<file path="src/rtl/cdc_handshake_receiver_if.sv">
// Bundle of the four-phase req/ack pins and the captured valid/ready stream.
// The slave modport is the receiver's view; master is the sender/consumer side.
interface cdc_handshake_receiver_if #(
  parameter int WIDTH = 8
);
  logic             req_async;
  logic [WIDTH-1:0] data_async;
  logic             ack;
  logic             out_valid;
  logic             out_ready;
  logic [WIDTH-1:0] out_data;

  modport master (
    output req_async,
    output data_async,
    output out_ready,
    input  ack,
    input  out_valid,
    input  out_data
  );

  modport slave (
    input  req_async,
    input  data_async,
    input  out_ready,
    output ack,
    output out_valid,
    output out_data
  );
endinterface

</file>
<file path="src/rtl/cdc_handshake_receiver.sv">
// Receive end of a four-phase req/ack crossing: synchronizes req, captures the payload
// into a valid/ready stream and returns ack only after the stream beat is accepted.
module cdc_handshake_receiver #(
  parameter int WIDTH       = 8,
  parameter int SYNC_STAGES = 2,
  parameter int CNT_WIDTH   = 16
) (
  input  logic                 clk,
  input  logic                 reset,
  cdc_handshake_receiver_if.slave bus,
  output logic [CNT_WIDTH-1:0] xfer_count,
  output logic                 busy
);

  localparam logic [1:0] ST_IDLE     = 2'd0;
  localparam logic [1:0] ST_HOLD     = 2'd1;
  localparam logic [1:0] ST_WAIT_LOW = 2'd2;

  logic [1:0]             state;
  logic [SYNC_STAGES-1:0] sync;
  logic                   req_s;

  assign req_s = sync[SYNC_STAGES-1];
  assign busy  = (state != ST_IDLE);

  always_ff @(posedge clk) begin
    if (reset) begin
      state         <= ST_IDLE;
      sync          <= '0;
      bus.ack       <= 1'b0;
      bus.out_valid <= 1'b0;
      bus.out_data  <= '0;
      xfer_count    <= '0;
    end else begin
      sync <= {sync[SYNC_STAGES-2:0], bus.req_async};
      case (state)
        ST_IDLE: begin
          // data_async is safe to sample here: the sender holds it while req is high
          if (req_s) begin
            bus.out_data  <= bus.data_async;
            bus.out_valid <= 1'b1;
            state         <= ST_HOLD;
          end
        end
        ST_HOLD: begin
          // A premature req drop is ignored; the beat still completes normally
          if (bus.out_ready) begin
            bus.out_valid <= 1'b0;
            bus.ack       <= 1'b1;
            xfer_count    <= xfer_count + 1'b1;
            state         <= ST_WAIT_LOW;
          end
        end
        ST_WAIT_LOW: begin
          if (!req_s) begin
            bus.ack <= 1'b0;
            state   <= ST_IDLE;
          end
        end
        default: begin
          bus.ack       <= 1'b0;
          bus.out_valid <= 1'b0;
          state         <= ST_IDLE;
        end
      endcase
    end
  end

endmodule
</file>
<file path="src/flat_wrapper.sv">
// flat-port wrapper written by rule: the top's interface ports become plain ports
module cdc_handshake_receiver_flat 
#(
  parameter int WIDTH       = 8,
  parameter int SYNC_STAGES = 2,
  parameter int CNT_WIDTH   = 16
)
  (clk, reset, xfer_count, busy, bus_req_async, bus_data_async, bus_out_ready, bus_ack, bus_out_valid, bus_out_data);
  cdc_handshake_receiver_if #(.WIDTH(WIDTH)) bus_i ();
  input  logic clk;
  input  logic reset;
  output logic [CNT_WIDTH-1:0] xfer_count;
  output logic busy;
  input wire logic [$bits(bus_i.req_async)-1:0] bus_req_async;
  input wire logic [$bits(bus_i.data_async)-1:0] bus_data_async;
  input wire logic [$bits(bus_i.out_ready)-1:0] bus_out_ready;
  output wire logic [$bits(bus_i.ack)-1:0] bus_ack;
  output wire logic [$bits(bus_i.out_valid)-1:0] bus_out_valid;
  output wire logic [$bits(bus_i.out_data)-1:0] bus_out_data;
  assign bus_i.req_async = bus_req_async;
  assign bus_i.data_async = bus_data_async;
  assign bus_i.out_ready = bus_out_ready;
  assign bus_ack = bus_i.ack;
  assign bus_out_valid = bus_i.out_valid;
  assign bus_out_data = bus_i.out_data;
  cdc_handshake_receiver #(.WIDTH(WIDTH), .SYNC_STAGES(SYNC_STAGES), .CNT_WIDTH(CNT_WIDTH)) u_core (.clk(clk), .reset(reset), .bus(bus_i), .xfer_count(xfer_count), .busy(busy));
endmodule
</file>
<file path="config.mk">
export PLATFORM = sky130hd
export DESIGN_NAME = cdc_handshake_receiver_flat
export DESIGN_NICKNAME = d
export VERILOG_FILES = /design/src/rtl/cdc_handshake_receiver_if.sv /design/src/rtl/cdc_handshake_receiver.sv /design/src/flat_wrapper.sv
export SDC_FILE = /design/constraint.sdc
export NUM_CORES = 1
export LEC_CHECK = 0
export BUFFER_PORTS_ARGS = -buffer_cell sky130_fd_sc_hd__buf_2
export CORE_MARGIN = 8
export CORE_UTILIZATION = 40
export CTS_BUF_LIST = sky130_fd_sc_hd__clkbuf_4 sky130_fd_sc_hd__clkbuf_8
export DETAILED_ROUTE_END_ITERATION = 10
export GPL_TIMING_DRIVEN = 0
export HOLD_SLACK_MARGIN = 0.15
export PLACE_DENSITY_LB_ADDON = 0.1
export RECOVER_POWER = 50
export SLEW_MARGIN = 5
export SYNTH_ARGS = -nofsm -noshare
export SYNTH_HDL_FRONTEND = slang
export SYNTH_SLANG_ARGS = --single-unit
</file>
<file path="constraint.sdc">
create_clock -name clk -period 2.1 [get_ports clk]
set_clock_uncertainty 0.1 [all_clocks]
set_input_delay 0.21 -clock clk [delete_from_list [all_inputs] [get_ports clk]]
set_output_delay 0.21 -clock clk [all_outputs]
set_load 0.01 [all_outputs]
</file>
# Yosys cells after proc, flatten, opt, wreduce, memory -nomap -nowiden
# Cells that the tools add are included.
dict set report word_totals {
  register_bits 30
  latch_bits 0
  ramBits 0
  mem_bits_ro 0
  input_bits 12
  out_inout_bits 27
  word_cells 31
  n_memories 0
}
dict set report classes {
  add_sub_neg 1
  multipliers 0
  div_mod_pow 0
  n_lt_le_gt_ge 0
  n_eq_ne 5
  shift 0
  mux 10
  n_bitwise 2
  n_reduce_logical 7
}
# cell n
set ops {}
lappend ops {{$add 16x1->16 const B} 1}
lappend ops {{$reduce_and 3->1} 3}
lappend ops {{$mux 2} 3}
lappend ops {{$pmux 1 s3} 2}
lappend ops {{$pmux 2 s3} 1}
lappend ops {{$mux 1} 4}
lappend ops {{$ne 2x2->1 const B} 2}
lappend ops {{$reduce_and 2->1} 2}
lappend ops {{$eq 2x1->1 const B} 1}
lappend ops {{$eq 2x2->1 const B} 1}
lappend ops {{$logic_not 2->1} 1}
lappend ops {{$ne 2x1->1 const B} 1}
lappend ops {{$not 1->1} 2}
lappend ops {{$reduce_bool 2->1} 1}

# Depth between registers and ports, before layout
dict set report depth {
  ltp_word 3
  depth_mapped 6
  ltp_nobuf 5
}

# Worst setup path after synthesis
# No wires, ideal clock.
dict set report synth_timing {
  path_type {reg-to-reg}
  start {register u_core.xfer_count[0]}
  end {register u_core.xfer_count[14]}
  setup_ns 0.123
  arrival_time_ns 1.656
  t_required_ns 1.877
  slack_ns 0.220
  path_stages_with_launch 7
  n_path_buf 1
  period_less_slack_ns 1.880
  path_cell_list {dfxtp_1 > ha_1 > nand3_1 > or2_1 > buf_6 > nor4_1 > mux2_1}
}
dict set report synth_between {
  elab_chain_len 1
}
# item line
set synth_lines {}
lappend synth_lines {{start: declaration} cdc_handshake_receiver.sv:11} ;# output logic [CNT_WIDTH-1:0] xfer_count,
lappend synth_lines {{start signal: assignment} cdc_handshake_receiver.sv:50} ;# xfer_count <= xfer_count + 1'b1;
lappend synth_lines {{$add 16x1->16} cdc_handshake_receiver.sv:50}
# Every way passes these cells.
# A chain may end at the register's enable or synchronous reset.

# Final worst setup path
# Same ends and word-level chain as after synthesis.

==> impl_metrics.tcl <==
set metrics [dict create \
    drc_errors 0 \
    worstPathArrival_ps 2100 \
    post_cts_resized 0 \
    yosysUniqueCellTypes 34 \
    slew_violations 0 \
    netSwitchingFraction_pct 22.3 \
    cts_buffers 5 \
    syn_area_per_cell_um2 9.45 \
    yosysWarnings 0 \
    post-route-period-util_pct 93.8 \
    hold_viol_final 0 \
    syn-num-nets 144 \
    rows 20 \
    rsz0062_at_grt "false" \
    gp_congestion 0.731 \
    yosysMostFrequentCell "dfxtp_1" \
    antenna_cells 0 \
    die_h_um 71.6 \
    multi_input_area_um2 587 \
    worst_pin_slew_ps 561 \
    die_x_um 71.6 \
    path_max_fanout 6 \
    finalSetupTns_ps 0 \
    cts_setup_buffers 0 \
    netlist_area_um2 1240 \
    h-tree-depth 2 \
    p_leak_nw 0.616 \
    grt_max_degree 11 \
    ctsRootBufferMaster "clkbuf_4" \
    drt-total-wl_mm 2.93 \
    cts_buffer_depth 2 \
    clkSinkCount 30 \
    comb_power_share_pct 6.9 \
    critPathKind "register to register" \
    cts_hold_buf 11 \
    crit_path_top_delay_cell "dfxtp_1" \
    synth_common_cells "dfxtp_1 (30), nor2_1 (21), a21oi_1 (8), mux2i_1 (8), nand2_1 (7)" \
    grt_use_total_pct 12.3 \
    wire_per_inst_um 13.3 \
    hold_class "register to register" \
    clock_latency_ps 340 \
    async_reset_ff_share_pct 0 \
    core_um2 3000 \
    fin_nets 200 \
    timing.fmax_mhz 508 \
    die-area_um2 5130 \
    seq_power_share_pct 53.8 \
    syn_inst 131 \
    synth_edf_count 0 \
    synth_seq_area_share_pct 48.5 \
    pwr-share-clk_pct 39.4 \
    dp_hpwl_mm 2.04 \
    cp-end-kind "register" \
    status "finished, final reports clean" \
    synth_top_area_cell "dfxtp_1" \
    via_count 1116 \
    maxCapViolations 0 \
    crit_chain "ha_1, nand3_1, or2_1, buf_6, nor4_1, mux2_1" \
    io_pins 39 \
    synth_seq_cells 30 \
    start_kind "register" \
    synth-main-ff-cell "dfxtp_1" \
    p_sw_w 0.000242 \
    register_area_um2 601 \
    dr.pass1.iters 4 \
    gr-total-overflow 0 \
    cpPeakStageDelay_ps 420 \
    nFillCells 306 \
    final_cell_area_um2 1630 \
    rrSetupSlack_ps 130 \
    grt_pass1_vias 1071 \
    routed_via_density 5.05 \
    grt_pass1_wl_mm 4.92 \
    min_period_ps 1970 \
    drive_gt1_share_pct 14.9 \
    setup_viol 0 \
    ant_nets 0 \
    p_int_w 0.000845 \
    synthToLayoutAreaGrowth_pct 31.4 \
    antenna_found_initial 0 \
    relSlewSlack_pct 62.5 \
    start_util_pct 41.2 \
    vdd_ir_drop_max_mv 0.399 \
    power_density_nw_per_um2 669 \
    first_iter_violations 60 \
    worstPathRequired_ps 2230 \
    synth_area_leaders "dfxtp_1 (49%), mux2i_1 (6.5%), nor2_1 (6.4%)" \
    clk_pin_slew_ps 100 \
    postPlaceCellArea_um2 1470 \
    port_buffers 38 \
    cts_tree "done" \
    synth_top_area_share_pct 48.5 \
]
## critical path: cells and delay by family, from the launching register on
family                   cells  cell delay, ps
buffers and inverters        1             130
flip-flops                   1             420
multiplexers                 1             350
adder cells (fa/ha/maj)      1             190
AND/OR/NAND/NOR              3             670
## routing by layer
metal  up-vias  track usage [%]  routed length [µm]
met1       529             13.7                1300
met2        22             18.7                1410
li1        560                -                   -
met3         5             4.46                 156
met5         -                0                   0
met4         0             9.07                  60
## registers in the layout, summed over array words and instances, names as in the netlist
register	flops
u_core.bus.ack	1
u_core.bus.out_data	8
u_core.bus.out_valid	1
u_core.state	2
u_core.sync	2
u_core.xfer_count	16
## power groups by stage
stage	sequential [W]	clock (W)	combinational, W
floorplan	0.000601	0	0.0000302
global placement	0.000597	0	0.0000599
detailed placement	0.000598	0	0.0000613
CTS	0.000584	0.000443	0.0000772
global route	0.000586	0.000468	0.0000828
finish	0.000585	0.000428	0.0000748
## final cells by class
class	count	share of cell area (%)
multi-input cells	92	36.1
flip-flops and latches	30	36.9
inverters	3	0.692
well taps	33	2.54
repair buffers	49	16.5
clock buffers	8	4.85
plain buffers	6	2.38
## worst paths after layout
kind | start | end | cells after the start
worst max register to register | u_core.xfer_count[0] | u_core.xfer_count[14] | 6
worst min-delay path | u_core.sync[0] | u_core.sync[1] | 1
worst min register to register | u_core.sync[0] | u_core.sync[1] | 1
worst max-delay path | u_core.xfer_count[0] | u_core.xfer_count[14] | 6
## cells in the final DEF (no fill, tap or decap)
cell           Yosys  routed
buf_2              1      14
nand4_1            3       3
xor2_1             4       4
a211oi_1           1       1
o31ai_1            2       2
nor2_1            21      21
dfxtp_1           30      30
nor3b_1            1       1
clkbuf_1           3      28
nor3_1             1       1
and3b_1            1       1
nand2b_1           2       2
or2_1              1       1
inv_1              3       3
nand3_1            4       4
and4_1             2       2
or4_1              2       2
nand2_1            7       7
o21ai_0            3       3
nor4b_1            1       1
or3_1              2       2
nor4_1             2       2
a21oi_1            8       8
dlygate4sd3_1      0      11
nor2_2             1       1
nand3b_4           1       1
ha_1               1       1
nor2b_1            4       4
mux2_2             1       1
nand3b_1           1       1
mux2_1             1       1
buf_6              2       2
clkbuf_4           0       5
mux2i_1            8       8
xnor2_1            5       5
or2_2              1       1
clkbuf_8           0       3
## kinds of logic after synthesis
logic type	count (synthesis)	share of synthesized area (%)
muxes	10	8.29
and+or+nand+nor	58	25.5
adders and majority gates	1	1.01
AOI/OAI and AO/OA	14	6.27
xor gates and xnor gates	9	6.37
buffers and inverters	9	4.04
DFF	30	48.5
## through the flow
step                utilization [%]  instances  total power (W)  setup slack (ps)  hold slack, ps
floorplan                         -        131         0.000631               220             238
global placement               48.9        202         0.000657               176             319
detailed placement             48.9        202         0.000659               121             320
CTS                            55.2        221          0.00110               115             341
global route                   54.2        221          0.00114              11.1             358
finish                         54.2        221          0.00109               131             332
(Power assumes the default switching activity.)
